<file path="src/rtl/comm_pkg.sv">
// Shared definitions for the module-communication serial link:
// transmitter state encoding and the frame-length helper that both the
// transmit and receive sides use to reason about frame timing.
package comm_pkg;

    // Transmitter states. Codes 5..7 are unused and recover to IDLE.
    typedef enum logic [2:0] {
        IDLE   = 3'd0,
        START  = 3'd1,
        DATA   = 3'd2,
        PARITY = 3'd3,
        STOP   = 3'd4
    } tx_state_e;

    // Clocks from the first start-bit cycle to the last stop cycle inclusive.
    function automatic int frame_cycles(input int data_w,
                                        input int parity_en,
                                        input int stop_bits,
                                        input int bit_cycles);
        return (1 + data_w + parity_en + stop_bits) * bit_cycles;
    endfunction

endpackage

</file>
<file path="src/rtl/bit_timer.sv">
// Bit-period timer: a modulo-BIT_CYCLES counter that flags the last clock
// of every bit period. It free-runs so consecutive bits never drift; a
// clear realigns it so the next clock is the first of a new bit period.
module bit_timer #(
    parameter int BIT_CYCLES = 8
) (
    input  logic CLK,
    input  logic RST,
    input  logic clear,
    output logic tick
);

    localparam int CNT_W = (BIT_CYCLES > 1) ? $clog2(BIT_CYCLES) : 1;
    localparam logic [CNT_W-1:0] LAST_CNT = CNT_W'(BIT_CYCLES - 1);

    logic [CNT_W-1:0] cnt_q;
    logic [CNT_W-1:0] cnt_d;

    // Next count: realign on clear, wrap to zero at terminal count.
    always_comb begin
        cnt_d = cnt_q + 1'b1;
        if (clear || (cnt_q == LAST_CNT)) begin
            cnt_d = '0;
        end
    end

    // Count register.
    always_ff @(posedge CLK or posedge RST) begin
        if (RST) begin
            cnt_q <= '0;
        end else begin
            cnt_q <= cnt_d;
        end
    end

    assign tick = (cnt_q == LAST_CNT);

endmodule

</file>
<file path="src/rtl/serial_tx.sv">
// Serial link transmitter. Frames a parallel word as
//   start (~IDLE_LEVEL), DATA_W payload bits LSB first,
//   optional even parity, STOP_BITS stop bits (IDLE_LEVEL),
// holding every bit for BIT_CYCLES clocks on a registered line output.
// DATA_W must be 1..16, BIT_CYCLES >= 2, STOP_BITS 1 or 2.
// ready/done are combinational so a word offered during the last stop
// cycle is accepted and its start bit follows with no idle gap.
module serial_tx
    import comm_pkg::*;
#(
    parameter int   DATA_W     = 8,
    parameter int   BIT_CYCLES = 8,
    parameter int   PARITY_EN  = 0,
    parameter int   STOP_BITS  = 1,
    parameter logic IDLE_LEVEL = 1'b0
) (
    input  logic              CLK,
    input  logic              RST,
    input  logic [DATA_W-1:0] data_in,
    input  logic              start,
    output logic              ready,
    output logic              done,
    output logic              out
);

    // Bit counter indexes payload bits in DATA and stop bits in STOP.
    localparam int BCNT_W = $clog2(DATA_W + 1);
    localparam logic [BCNT_W-1:0] LAST_DATA = BCNT_W'(DATA_W - 1);
    localparam logic [BCNT_W-1:0] LAST_STOP = BCNT_W'(STOP_BITS - 1);

    tx_state_e          state_q;
    tx_state_e          state_d;
    logic [BCNT_W-1:0]  bit_cnt_q;
    logic [BCNT_W-1:0]  bit_cnt_d;
    logic [DATA_W-1:0]  shift_q;
    logic [DATA_W-1:0]  shift_d;
    logic               parity_q;
    logic               parity_d;
    logic               out_q;
    logic               out_d;

    logic               tick;
    logic               frame_end;
    logic               accept;

    bit_timer #(
        .BIT_CYCLES (BIT_CYCLES)
    ) u_bit_timer (
        .CLK   (CLK),
        .RST   (RST),
        .clear (accept),
        .tick  (tick)
    );

    // Last clock of the last stop bit: the line is free from the next clock.
    assign frame_end = (state_q == STOP) && tick && (bit_cnt_q == LAST_STOP);
    assign ready     = (state_q == IDLE) || frame_end;
    assign done      = frame_end;
    assign accept    = start && ready;

    // Next-state, counter, shifter and line-level logic.
    always_comb begin
        state_d   = state_q;
        bit_cnt_d = bit_cnt_q;
        shift_d   = shift_q;
        parity_d  = parity_q;

        case (state_q)
            IDLE: begin
                state_d = IDLE;
            end
            START: begin
                if (tick) begin
                    state_d   = DATA;
                    bit_cnt_d = '0;
                end
            end
            DATA: begin
                if (tick) begin
                    // Present the next payload bit on bit 0.
                    shift_d = shift_q >> 1;
                    if (bit_cnt_q == LAST_DATA) begin
                        bit_cnt_d = '0;
                        state_d   = (PARITY_EN != 0) ? PARITY : STOP;
                    end else begin
                        bit_cnt_d = bit_cnt_q + 1'b1;
                    end
                end
            end
            PARITY: begin
                if (tick) begin
                    state_d   = STOP;
                    bit_cnt_d = '0;
                end
            end
            STOP: begin
                if (tick) begin
                    if (bit_cnt_q == LAST_STOP) begin
                        state_d   = IDLE;
                        bit_cnt_d = '0;
                    end else begin
                        bit_cnt_d = bit_cnt_q + 1'b1;
                    end
                end
            end
            default: begin
                state_d   = IDLE;
                bit_cnt_d = '0;
                shift_d   = '0;
                parity_d  = 1'b0;
            end
        endcase

        // A new word overrides whatever the frame logic decided.
        if (accept) begin
            state_d   = START;
            bit_cnt_d = '0;
            shift_d   = data_in;
            parity_d  = ^data_in;
        end

        // The line is registered, so drive the level of the state we enter.
        case (state_d)
            START:   out_d = ~IDLE_LEVEL;
            DATA:    out_d = shift_d[0];
            PARITY:  out_d = parity_d;
            default: out_d = IDLE_LEVEL;
        endcase
    end

    // State and datapath registers; reset forces the line idle at once.
    always_ff @(posedge CLK or posedge RST) begin
        if (RST) begin
            state_q   <= IDLE;
            bit_cnt_q <= '0;
            shift_q   <= '0;
            parity_q  <= 1'b0;
            out_q     <= IDLE_LEVEL;
        end else begin
            state_q   <= state_d;
            bit_cnt_q <= bit_cnt_d;
            shift_q   <= shift_d;
            parity_q  <= parity_d;
            out_q     <= out_d;
        end
    end

    assign out = out_q;

endmodule

</file>
<file path="config.mk">
export PLATFORM = sky130hd
export DESIGN_NAME = serial_tx
export DESIGN_NICKNAME = d
export VERILOG_FILES = /design/src/rtl/comm_pkg.sv /design/src/rtl/bit_timer.sv /design/src/rtl/serial_tx.sv
export SDC_FILE = /design/constraint.sdc
export NUM_CORES = 1
export LEC_CHECK = 0
export ABC_AREA = 1
export ABC_CLOCK_PERIOD_IN_PS = 4400
export BUFFER_PORTS_ARGS = -buffer_cell sky130_fd_sc_hd__buf_4
export CAP_MARGIN = 30
export CORE_MARGIN = 4
export CORE_UTILIZATION = 55
export DETAILED_ROUTE_END_ITERATION = 10
export GPL_ROUTABILITY_DRIVEN = 0
export PLACE_DENSITY = 0.82
export SLEW_MARGIN = 20
export SYNTH_ARGS = -nofsm -noshare
export SYNTH_HDL_FRONTEND = slang
export SYNTH_SLANG_ARGS = --single-unit
</file>
<file path="constraint.sdc">
create_clock -name CLK -period 4.4 [get_ports CLK]
set_input_delay 0.88 -clock CLK [delete_from_list [all_inputs] [get_ports CLK]]
set_output_delay 0.88 -clock CLK [all_outputs]
set_load 0.005 [all_outputs]
</file>
==> flow_summary.ini, run 1 <==
[layout]
design.final.nets = 210
post_route_cells_drive_above_1_share_pct = 14.5
antenna_cells = 0
final-seq-area_um2 = 500
utilization_after_layout_pct = 64.9
area_of_combinational_cells_with_multiple_inputs_um2 = 648
design_area_mm2 = 0.00144
syn2layout_area_growth_pct = 11.9
n_fill_cell = 196

[sta]
maxSlewViolCount = 0
slew-limit-headroom_pct = 48.4
post-route-min-period_ps = 2570
minimum_setup_slack_in_the_final_design_ps = 1830
timing.setup.tns_ps = 0
timing.final.setup_violations = 0
clock_skew_ps = 1.82
finalHoldViolCount = 0
fin_hold_ws_ps = 447
grt_setup_unrepaired = false
max_freq_mhz = 388
layout_worst_path_cycle_share_pct = 58.5
worst_slew_pin_slew_ps = 773

[placed_design]
dpl-instance-area_mm2 = 0.00140
dpl_worst_slack_ps = 2170
detailedPlacementHpwl_um = 1980
port-buffer-count = 13

[worst_setup_path]
critPathArrivalTime_ps = 1690
critical_path_cell_by_cell = ha_1 > ha_1 > nand3_2 > o21ai_4 > buf_4
timing.reg2reg.setup_slack_ps = 2550
crit_path_start_kind = register
timing.critical_path.mode_cell = sky130_fd_sc_hd__ha_1
timing.critical_path.to_type = output port
worst-setup-path-type = reg -> out
critical_path.max_fanout = 9
slowest_delay_ps = 370
crit_path_top_delay_cell = sky130_fd_sc_hd__dfrtp_1
critical_path_required_ps = 3520

[synthesis]
ys_async_sr_fraction_pct = 100
synth.cell_area_mm2 = 0.00128
synth_cells = 178
number_of_enable_flip_flop_cells_after_synthesis = 0
ys_types = 29
synthesis.nets = 194
synth_seq_area_share_pct = 39.0
syn_area_per_cell_um2 = 7.20
synth_warnings = 0
dominantRegCellSynth = sky130_fd_sc_hd__dfrtp_1
yosys_register_bits = 20

[grt]
number_of_antenna_violations_at_the_first_check_in_global_routing = 0
grt_usage_pct = 17.4
grt_first_pass_wirelength_um = 4470
vias_in_the_first_global_route = 1069
grt_start_max_net_pins = 21
gr-total-overflow = 0

[routing]
vias = 1148
met2_wirelength_um = 1190
route.met3.wl_um = 87
route.top_layer_used = met4
drt.antenna.violating_nets = 0
drt_first_pass_iters = 4
wl_per_instance_um = 11.2
remaining_design_rule_violation_count = 0
routed_wirelength_um = 2470
routedLengthMet1_um = 1160
detailedRoute.firstIterationViolations = 22
vias_per_cell = 5.19

[floorplanning]
dieHeight_um = 56.3
ios = 14
core.rowCount = 17
floorplan.initialDensity_pct = 58.0
dieArea_mm2 = 0.00317
die_w_um = 56.3
core_box_area_mm2 = 0.00221

[clock_network]
cts-buffers-inserted = 3
ctsHoldBuffers = 0
clock_sink_count = 20
cts.path.max_buffers = 2
cts_htree_levels = 1
worstSkewPairLatency_ps = 300
post_cts_resized = 0
post_cts_buffers = 0
clkSlewWorstSetupHoldPaths_ps = 110
cts_root_buf = sky130_fd_sc_hd__clkbuf_4
tritoncts = yes

[power_and_ir_drop]
power.density_mw_per_mm2 = 506
vdd_ir_drop_max_mv = 0.325
p_leak_nw = 0.786

[worst_hold_path]
timing.hold.worst.class = reg -> reg

[run]
timing.max_cap.violations = 0

[status]
run_status = finished, final reports clean
## stage by stage
| stage | std cells | power (mW) |
|---|---|---|
| after floorplan | 178 | 0.541 |
| after global placement | 217 | 0.603 |
| after detailed placement | 217 | 0.623 |
| after CTS | 221 | 0.734 |
| after global routing | 221 | 0.796 |
| final | 221 | 0.726 |
## logic make-up (layout without fill, tap and decap cells)
group                    count (synthesis)  in the layout  share of synthesized area [%]
AND/OR/NAND/NOR                         86             86                           29.2
XOR/XNOR                                 3              3                           2.05
AO/OA/AOI/OAI                           31             31                           14.4
buffers and inverters                   33             48                           10.4
adder cells (fa/ha/maj)                  5              5                           4.88
flip-flops                              20             20                           39.0
## worst paths after layout
path | from | endpoint | cells past startpoint
min reg2reg | u_bit_timer.cnt_q[0]$_DFF_PP0_ | u_bit_timer.cnt_q[0]$_DFF_PP0_ | 1
max in group asynchronous | RST | state_q[1]$_DFF_PP0_ | 2
max reg2reg | u_bit_timer.cnt_q[0]$_DFF_PP0_ | bit_cnt_q[3]$_DFFE_PP0P_ | 8
min in group asynchronous | RST | u_bit_timer.cnt_q[1]$_DFF_PP0_ | 2
max | u_bit_timer.cnt_q[0]$_DFF_PP0_ | ready | 5
min | u_bit_timer.cnt_q[0]$_DFF_PP0_ | u_bit_timer.cnt_q[0]$_DFF_PP0_ | 1
## flip-flops by register name (all words and copies together), names as in the netlist
name               count
shift_q                8
bit_cnt_q              4
state_q                3
u_bit_timer.cnt_q      3
out                    1
parity_q               1
## final cells by class
class	instances	share of cell area, %
multi-input combinational	125	45.2
sequential	20	34.9
inverter	31	8.20
timing repair buffer	13	6.80
clock buffer	4	2.53
tap	28	2.44
## worst max-delay path: cells and delay by family, from the launching register on
family | cells | cell delay, ps
fa+ha+maj | 2 | 530
flops | 1 | 370
compound gates | 1 | 200
simple gates | 1 | 150
buf+inv | 1 | 140
## layout by cell type (no fill, tap or decap)
cell type	count
sky130_fd_sc_hd__nand2_1	47
sky130_fd_sc_hd__o211ai_1	1
sky130_fd_sc_hd__xor2_1	1
sky130_fd_sc_hd__a31oi_1	1
sky130_fd_sc_hd__nand2_4	1
sky130_fd_sc_hd__dfrtp_1	20
sky130_fd_sc_hd__clkbuf_4	3
sky130_fd_sc_hd__nand3_1	11
sky130_fd_sc_hd__o21ai_4	1
sky130_fd_sc_hd__clkbuf_8	1
sky130_fd_sc_hd__buf_4	13
sky130_fd_sc_hd__nor2_4	1
sky130_fd_sc_hd__ha_1	5
sky130_fd_sc_hd__nand2_2	2
sky130_fd_sc_hd__inv_2	1
sky130_fd_sc_hd__a21oi_1	3
sky130_fd_sc_hd__and2_1	1
sky130_fd_sc_hd__clkinv_2	1
sky130_fd_sc_hd__o21ai_2	1
sky130_fd_sc_hd__a41oi_1	1
sky130_fd_sc_hd__inv_1	29
sky130_fd_sc_hd__o21ai_1	2
sky130_fd_sc_hd__nor2_1	20
sky130_fd_sc_hd__xnor2_1	2
sky130_fd_sc_hd__o21bai_1	1
sky130_fd_sc_hd__nor2_2	1
sky130_fd_sc_hd__o21ai_0	17
sky130_fd_sc_hd__o22ai_1	2
sky130_fd_sc_hd__a21boi_1	1
sky130_fd_sc_hd__nand3_2	2
## synthesized netlist by cell type (all sizes together), types with 2 or more instances
cell type	instances	area share, %
nand3	13	5.9
o22ai	2	0.98
dfrtp	20	39
o21ai	21	9.4
buf	2	1.3
ha	5	4.9
nor2	22	7.2
nand2	50	16
inv	30	8.8
xnor2	2	1.4
a21oi	3	1.2
## metal layers
metal / global-route usage, % / up-vias
met2: 29.4 / 18
li1: - / 590
met5: 0 / -
met1: 22.3 / 536
met4: 5.08 / 0
met3: 3.68 / 4
## report_power, final
group          internal [mW]  switching (mW)
registers              0.252          0.0379
clock network         0.0505          0.0579
logic                  0.123           0.204
No activity file was read; power rests on OpenSTA's default activity.
==> run 2, diff against run 1 <==
--- a/config.mk
+++ b/config.mk
@@ -6,7 +6,7 @@
 export NUM_CORES = 1
 export LEC_CHECK = 0
 export ABC_AREA = 1
-export ABC_CLOCK_PERIOD_IN_PS = 4400
+export ABC_CLOCK_PERIOD_IN_PS = 2400
 export BUFFER_PORTS_ARGS = -buffer_cell sky130_fd_sc_hd__buf_4
 export CAP_MARGIN = 30
 export CORE_MARGIN = 4
==> constraint.sdc (replaced) <==
create_clock -name CLK -period 2.4 [get_ports CLK]
set_input_delay 0.48 -clock CLK [delete_from_list [all_inputs] [get_ports CLK]]
set_output_delay 0.48 -clock CLK [all_outputs]
set_load 0.005 [all_outputs]
==> run 2 against run 1 <==
  * Wire length grew 8.2%
  * Non-clock buffer count unchanged
  * Core utilization increased by 0.74 points
  * Largest cell class unchanged
  * Critical path type unchanged
  * Flip-flop and latch count unchanged
==> flow_summary.ini, run 2 (synthesis results as in run 1) <==
[status]
run_status = finished, final reports clean

[layout]
largest_registers_ranked_by_flip_flop_count = shift_q: 8 flops, bit_cnt_q: 4 flops
largest_reg_by_ff_count = shift_q
syn2layout_area_growth_pct = 13.2
max_ffs_per_register = 8
area_of_combinational_cells_with_multiple_inputs_um2 = 648
antenna_cells = 0
layout_common_cells = sky130_fd_sc_hd__nand2_1 (47), sky130_fd_sc_hd__inv_1 (29), sky130_fd_sc_hd__nor2_1 (20), sky130_fd_sc_hd__dfrtp_1 (20), sky130_fd_sc_hd__o21ai_0 (17)
post_route_cells_drive_above_1_share_pct = 14.5
commonest_non_fill_non_tap_cell_in_the_layout = sky130_fd_sc_hd__nand2_1
n_fill_cell = 188
final-seq-area_um2 = 500
design.final.nets = 210
design_area_mm2 = 0.00145

[power_and_ir_drop]
power.density_mw_per_mm2 = 983
p_leak_nw = 0.793
totalPowerFinal_mw = 1.43
vdd_ir_drop_max_mv = 0.769

[floorplanning]
dieHeight_um = 56.3
floorplan.initialDensity_pct = 58.0
core.rowCount = 17
ios = 14
core_box_area_mm2 = 0.00221
die_w_um = 56.3
dieArea_mm2 = 0.00317

[sta]
max_freq_mhz = 455
post-route-min-period_ps = 2200
clock_skew_ps = 5.74
finalHoldViolCount = 0
grt_setup_unrepaired = false
slew-limit-headroom_pct = 49.1
layout_worst_path_cycle_share_pct = 91.6
timing.final.setup_violations = 0
fin_hold_ws_ps = 289
maxSlewViolCount = 0
timing.setup.tns_ps = 0
worst_slew_pin_slew_ps = 763

[clock_network]
clock_sink_count = 20
clkSlewWorstSetupHoldPaths_ps = 120
worstSkewPairLatency_ps = 310
cts_htree_levels = 1
tritoncts = yes
cts-buffers-inserted = 3
cts_root_buf = sky130_fd_sc_hd__clkbuf_4
post_cts_resized = 0
post_cts_buffers = 0
ctsHoldBuffers = 0
cts.path.max_buffers = 2

[routing]
drt.antenna.violating_nets = 0
remaining_design_rule_violation_count = 0
routed_wirelength_um = 2670
drt_first_pass_iters = 4
vias = 1153
wl_per_instance_um = 12.1
detailedRoute.firstIterationViolations = 31
vias_per_cell = 5.22

[worst_setup_path]
reg_to_reg_end = bit_cnt_q[3]$_DFFE_PP0P_
worst-setup-path-type = reg -> out
r2r-start = u_bit_timer.cnt_q[0]$_DFF_PP0_
timing.critical_path.from = u_bit_timer.cnt_q[0]$_DFF_PP0_
critPathArrivalTime_ps = 1720
timing.reg2reg.setup_slack_ps = 540
critical_path.endpoint = ready
crit_path_start_kind = register
timing.critical_path.to_type = output port
critical_path_required_ps = 1920
critical_path.max_fanout = 9
ff2ff_path_depth = 8

[placed_design]
dpl-instance-area_mm2 = 0.00140
port-buffer-count = 13
detailedPlacementHpwl_um = 2110

[grt]
number_of_antenna_violations_at_the_first_check_in_global_routing = 0
gr-total-overflow = 0
grt_first_pass_wirelength_um = 4800
grt_usage_pct = 18.9
grt_start_max_net_pins = 21
vias_in_the_first_global_route = 1184

[worst_hold_path]
timing.hold.worst.class = in -> async

[run]
timing.max_cap.violations = 0
run 2: cell count changes in the layout (fill, tap and decap cells not counted):
cell	change
sky130_fd_sc_hd__clkbuf_8	-1
sky130_fd_sc_hd__bufinv_16	+1
run 2: worst min path at each step:
stage / start / to
final: RST / u_bit_timer.cnt_q[1]$_DFF_PP0_
after global routing: RST / shift_q[7]$_DFFE_PP0P_
after CTS: RST / shift_q[7]$_DFFE_PP0P_
after detailed placement: u_bit_timer.cnt_q[0]$_DFF_PP0_ / u_bit_timer.cnt_q[0]$_DFF_PP0_
after global placement: u_bit_timer.cnt_q[0]$_DFF_PP0_ / u_bit_timer.cnt_q[0]$_DFF_PP0_
after floorplan: u_bit_timer.cnt_q[0]$_DFF_PP0_ / u_bit_timer.cnt_q[0]$_DFF_PP0_
run 2: area by class of cell:
type | instances | area share (%)
multi-input cells | 125 | 44.7
flip-flops and latches | 20 | 34.5
inverters | 31 | 8.10
repair buffers | 13 | 6.72
well taps | 28 | 2.41
clock inverters | 1 | 2.07
clock buffers | 3 | 1.55
run 2: metal layers:
layer  vias to the layer above  wire (um)  track usage (%)
met2                        29       1350             33.4
met4                         0         50             6.78
met3                         7        132             4.83
met1                       531       1130             21.8
li1                        586          -                -
met5                         -          0                0
run 2: critical path, cell delays in order, from the launching register on:
cell and delay [ps]:
sky130_fd_sc_hd__dfrtp_1 370, sky130_fd_sc_hd__ha_1 180, sky130_fd_sc_hd__ha_1 350, sky130_fd_sc_hd__nand3_2 150
sky130_fd_sc_hd__o21ai_4 200, sky130_fd_sc_hd__buf_4 140
run 2: power by group:
| part | switching, mW | internal, mW | total, mW |
|---|---|---|---|
| combinational | 0.383 | 0.228 | 0.611 |
| sequential | 0.0721 | 0.462 | 0.534 |
| clock | 0.112 | 0.169 | 0.281 |
run 2: through the flow:
stage / cells / setup WS (ps) / util, %
after global routing: 221 / 111 / 65.6
after floorplan: 178 / 780 / -
after CTS: 221 / 223 / 65.6
after detailed placement: 217 / 583 / 63.2
final: 221 / 202 / 65.6
after global placement: 217 / 646 / 63.2
==> run 3, diff against run 2 <==
--- a/config.mk
+++ b/config.mk
@@ -11,6 +11,7 @@
 export CAP_MARGIN = 30
 export CORE_MARGIN = 4
 export CORE_UTILIZATION = 55
+export CTS_BUF_LIST = sky130_fd_sc_hd__clkbuf_16
 export DETAILED_ROUTE_END_ITERATION = 10
 export GPL_ROUTABILITY_DRIVEN = 0
 export PLACE_DENSITY = 0.82
==> run 3 against run 2 <==
  * Critical path depth unchanged
  * Clock skew down 2.3 ps
  * Final area up 3.6%
==> flow_summary.ini, run 3 (synthesis results as in run 1) <==
[floorplanning]
floorplan.initialDensity_pct = 58.0
core.rowCount = 17
dieHeight_um = 56.3
ios = 14
dieArea_mm2 = 0.00317
core_box_area_mm2 = 0.00221
die_w_um = 56.3

[clock_network]
cts_root_buf = sky130_fd_sc_hd__clkbuf_16
cts-buffers-inserted = 3
worstSkewPairLatency_ps = 250
cts.path.max_buffers = 2
cts_htree_levels = 1
clock_sink_count = 20
post_cts_buffers = 0
tritoncts = yes
post_cts_resized = 0
ctsHoldBuffers = 0
clkSlewWorstSetupHoldPaths_ps = 60

[sta]
clock_skew_ps = 3.43
timing.setup.tns_ps = 0
post-route-min-period_ps = 2090
grt_setup_unrepaired = false
timing.final.setup_violations = 0
layout_worst_path_cycle_share_pct = 87.0
maxSlewViolCount = 0
worst_slew_pin_slew_ps = 760
finalHoldViolCount = 0
max_freq_mhz = 479
slew-limit-headroom_pct = 49.3

[placed_design]
dp.cells = 217
detailedPlacementHpwl_um = 2110
port-buffer-count = 13

[worst_setup_path]
critical_path.max_fanout = 9
slowest_delay_ps = 350
ff2ff_path_depth = 8
worst-setup-path-type = reg -> out
crit_path_top_delay_cell = sky130_fd_sc_hd__dfrtp_1
critical_path_required_ps = 1920
critical_path_cell_by_cell = ha_1 > ha_1 > nand3_2 > o21ai_4 > buf_4
crit_path_start_kind = register
timing.critical_path.mode_cell = sky130_fd_sc_hd__ha_1
timing.reg2reg.setup_slack_ps = 570
timing.critical_path.to_type = output port
critPathArrivalTime_ps = 1610

[grt]
number_of_antenna_violations_at_the_first_check_in_global_routing = 0
vias_in_the_first_global_route = 1182
gr-total-overflow = 0
grt_usage_pct = 19.0
grt_first_pass_wirelength_um = 4860
grt_start_max_net_pins = 21

[worst_hold_path]
timing.hold.worst.class = in -> async

[routing]
drt_first_pass_iters = 4
routed_wirelength_um = 2650
drt.antenna.violating_nets = 0
vias = 1170
detailedRoute.firstIterationViolations = 23
vias_per_cell = 5.29
wl_per_instance_um = 12.0
remaining_design_rule_violation_count = 0

[layout]
layout_common_cells = sky130_fd_sc_hd__nand2_1 (47), sky130_fd_sc_hd__inv_1 (29), sky130_fd_sc_hd__nor2_1 (20), sky130_fd_sc_hd__dfrtp_1 (20), sky130_fd_sc_hd__o21ai_0 (17)
max_ffs_per_register = 8
post_route_cells_drive_above_1_share_pct = 14.5
n_fill_cell = 180
largest_reg_by_ff_count = shift_q
design.final.nets = 210
largest_registers_ranked_by_flip_flop_count = shift_q: 8 flops, bit_cnt_q: 4 flops
antenna_cells = 0
layoutNonFillerInstCount = 221
utilization_after_layout_pct = 68.0
commonest_non_fill_non_tap_cell_in_the_layout = sky130_fd_sc_hd__nand2_1
syn2layout_area_growth_pct = 17.3

[power_and_ir_drop]
power.density_mw_per_mm2 = 1060
p_leak_nw = 0.817
vdd_ir_drop_max_mv = 0.866

[run]
timing.max_cap.violations = 0

[status]
run_status = finished, final reports clean
-- run 3: cell counts in the layout (fill, tap and decap cells not counted) --
No cell type changed its count.
-- run 3: final cells by class --
class / count / area, um^2 / share of cell area [%]
Sequential cell: 20 / 500 / 33.3
Tap cell: 28 / 35.0 / 2.33
Clock buffer: 3 / 75.1 / 4.99
Timing Repair Buffer: 13 / 97.6 / 6.49
Inverter: 31 / 118 / 7.82
Multi-Input combinational cell: 125 / 648 / 43.1
Clock inverter: 1 / 30.0 / 2.00
-- run 3: final timing paths --
| kind | startpoint | to |
|---|---|---|
| max | u_bit_timer.cnt_q[0]$_DFF_PP0_ | ready |
| min | RST | shift_q[7]$_DFFE_PP0P_ |
| max reg2reg | u_bit_timer.cnt_q[0]$_DFF_PP0_ | bit_cnt_q[3]$_DFFE_PP0P_ |
| min reg2reg | u_bit_timer.cnt_q[0]$_DFF_PP0_ | u_bit_timer.cnt_q[0]$_DFF_PP0_ |
| max in group asynchronous | RST | shift_q[0]$_DFF_PP0_ |
| min in group CLK | u_bit_timer.cnt_q[0]$_DFF_PP0_ | u_bit_timer.cnt_q[0]$_DFF_PP0_ |
-- run 3: report_power, final --
group	switching [mW]	internal, mW
Clock	0.124	0.331
Sequential	0.0740	0.465
Combinational	0.376	0.228
Total	0.574	1.02
-- run 3: metrics by stage --
step | power [mW] | hold slack [ps] | worst slack, ps | area (um^2)
2_1_floorplan | 0.991 | 410 | 780 | 1280
3_3_place_gp | 1.10 | 422 | 646 | 1400
3_5_place_dp | 1.15 | 437 | 583 | 1400
4_1_cts | 1.60 | 395 | 303 | 1500
5_1_grt | 1.72 | 435 | 206 | 1500
6_report | 1.60 | 365 | 311 | 1500
-- run 3: critical path: cells and delay by family (launching register included) --
family | cells | cell delay (ps)
compound gates | 1 | 190
flops | 1 | 350
fa+ha+maj | 2 | 520
buf+inv | 1 | 140
simple gates | 1 | 150
-- run 3: routing by layer --
metal  part of all wire [%]  vias up  wire length [um]  GRT usage (%)
li1                       -      588                 -              -
met1                     42      541              1100           21.8
met2                     52       37              1370           34.6
met3                    6.0        4               158           4.83
met4                   0.72        0                19           5.42
met5                      0        -                 0              0
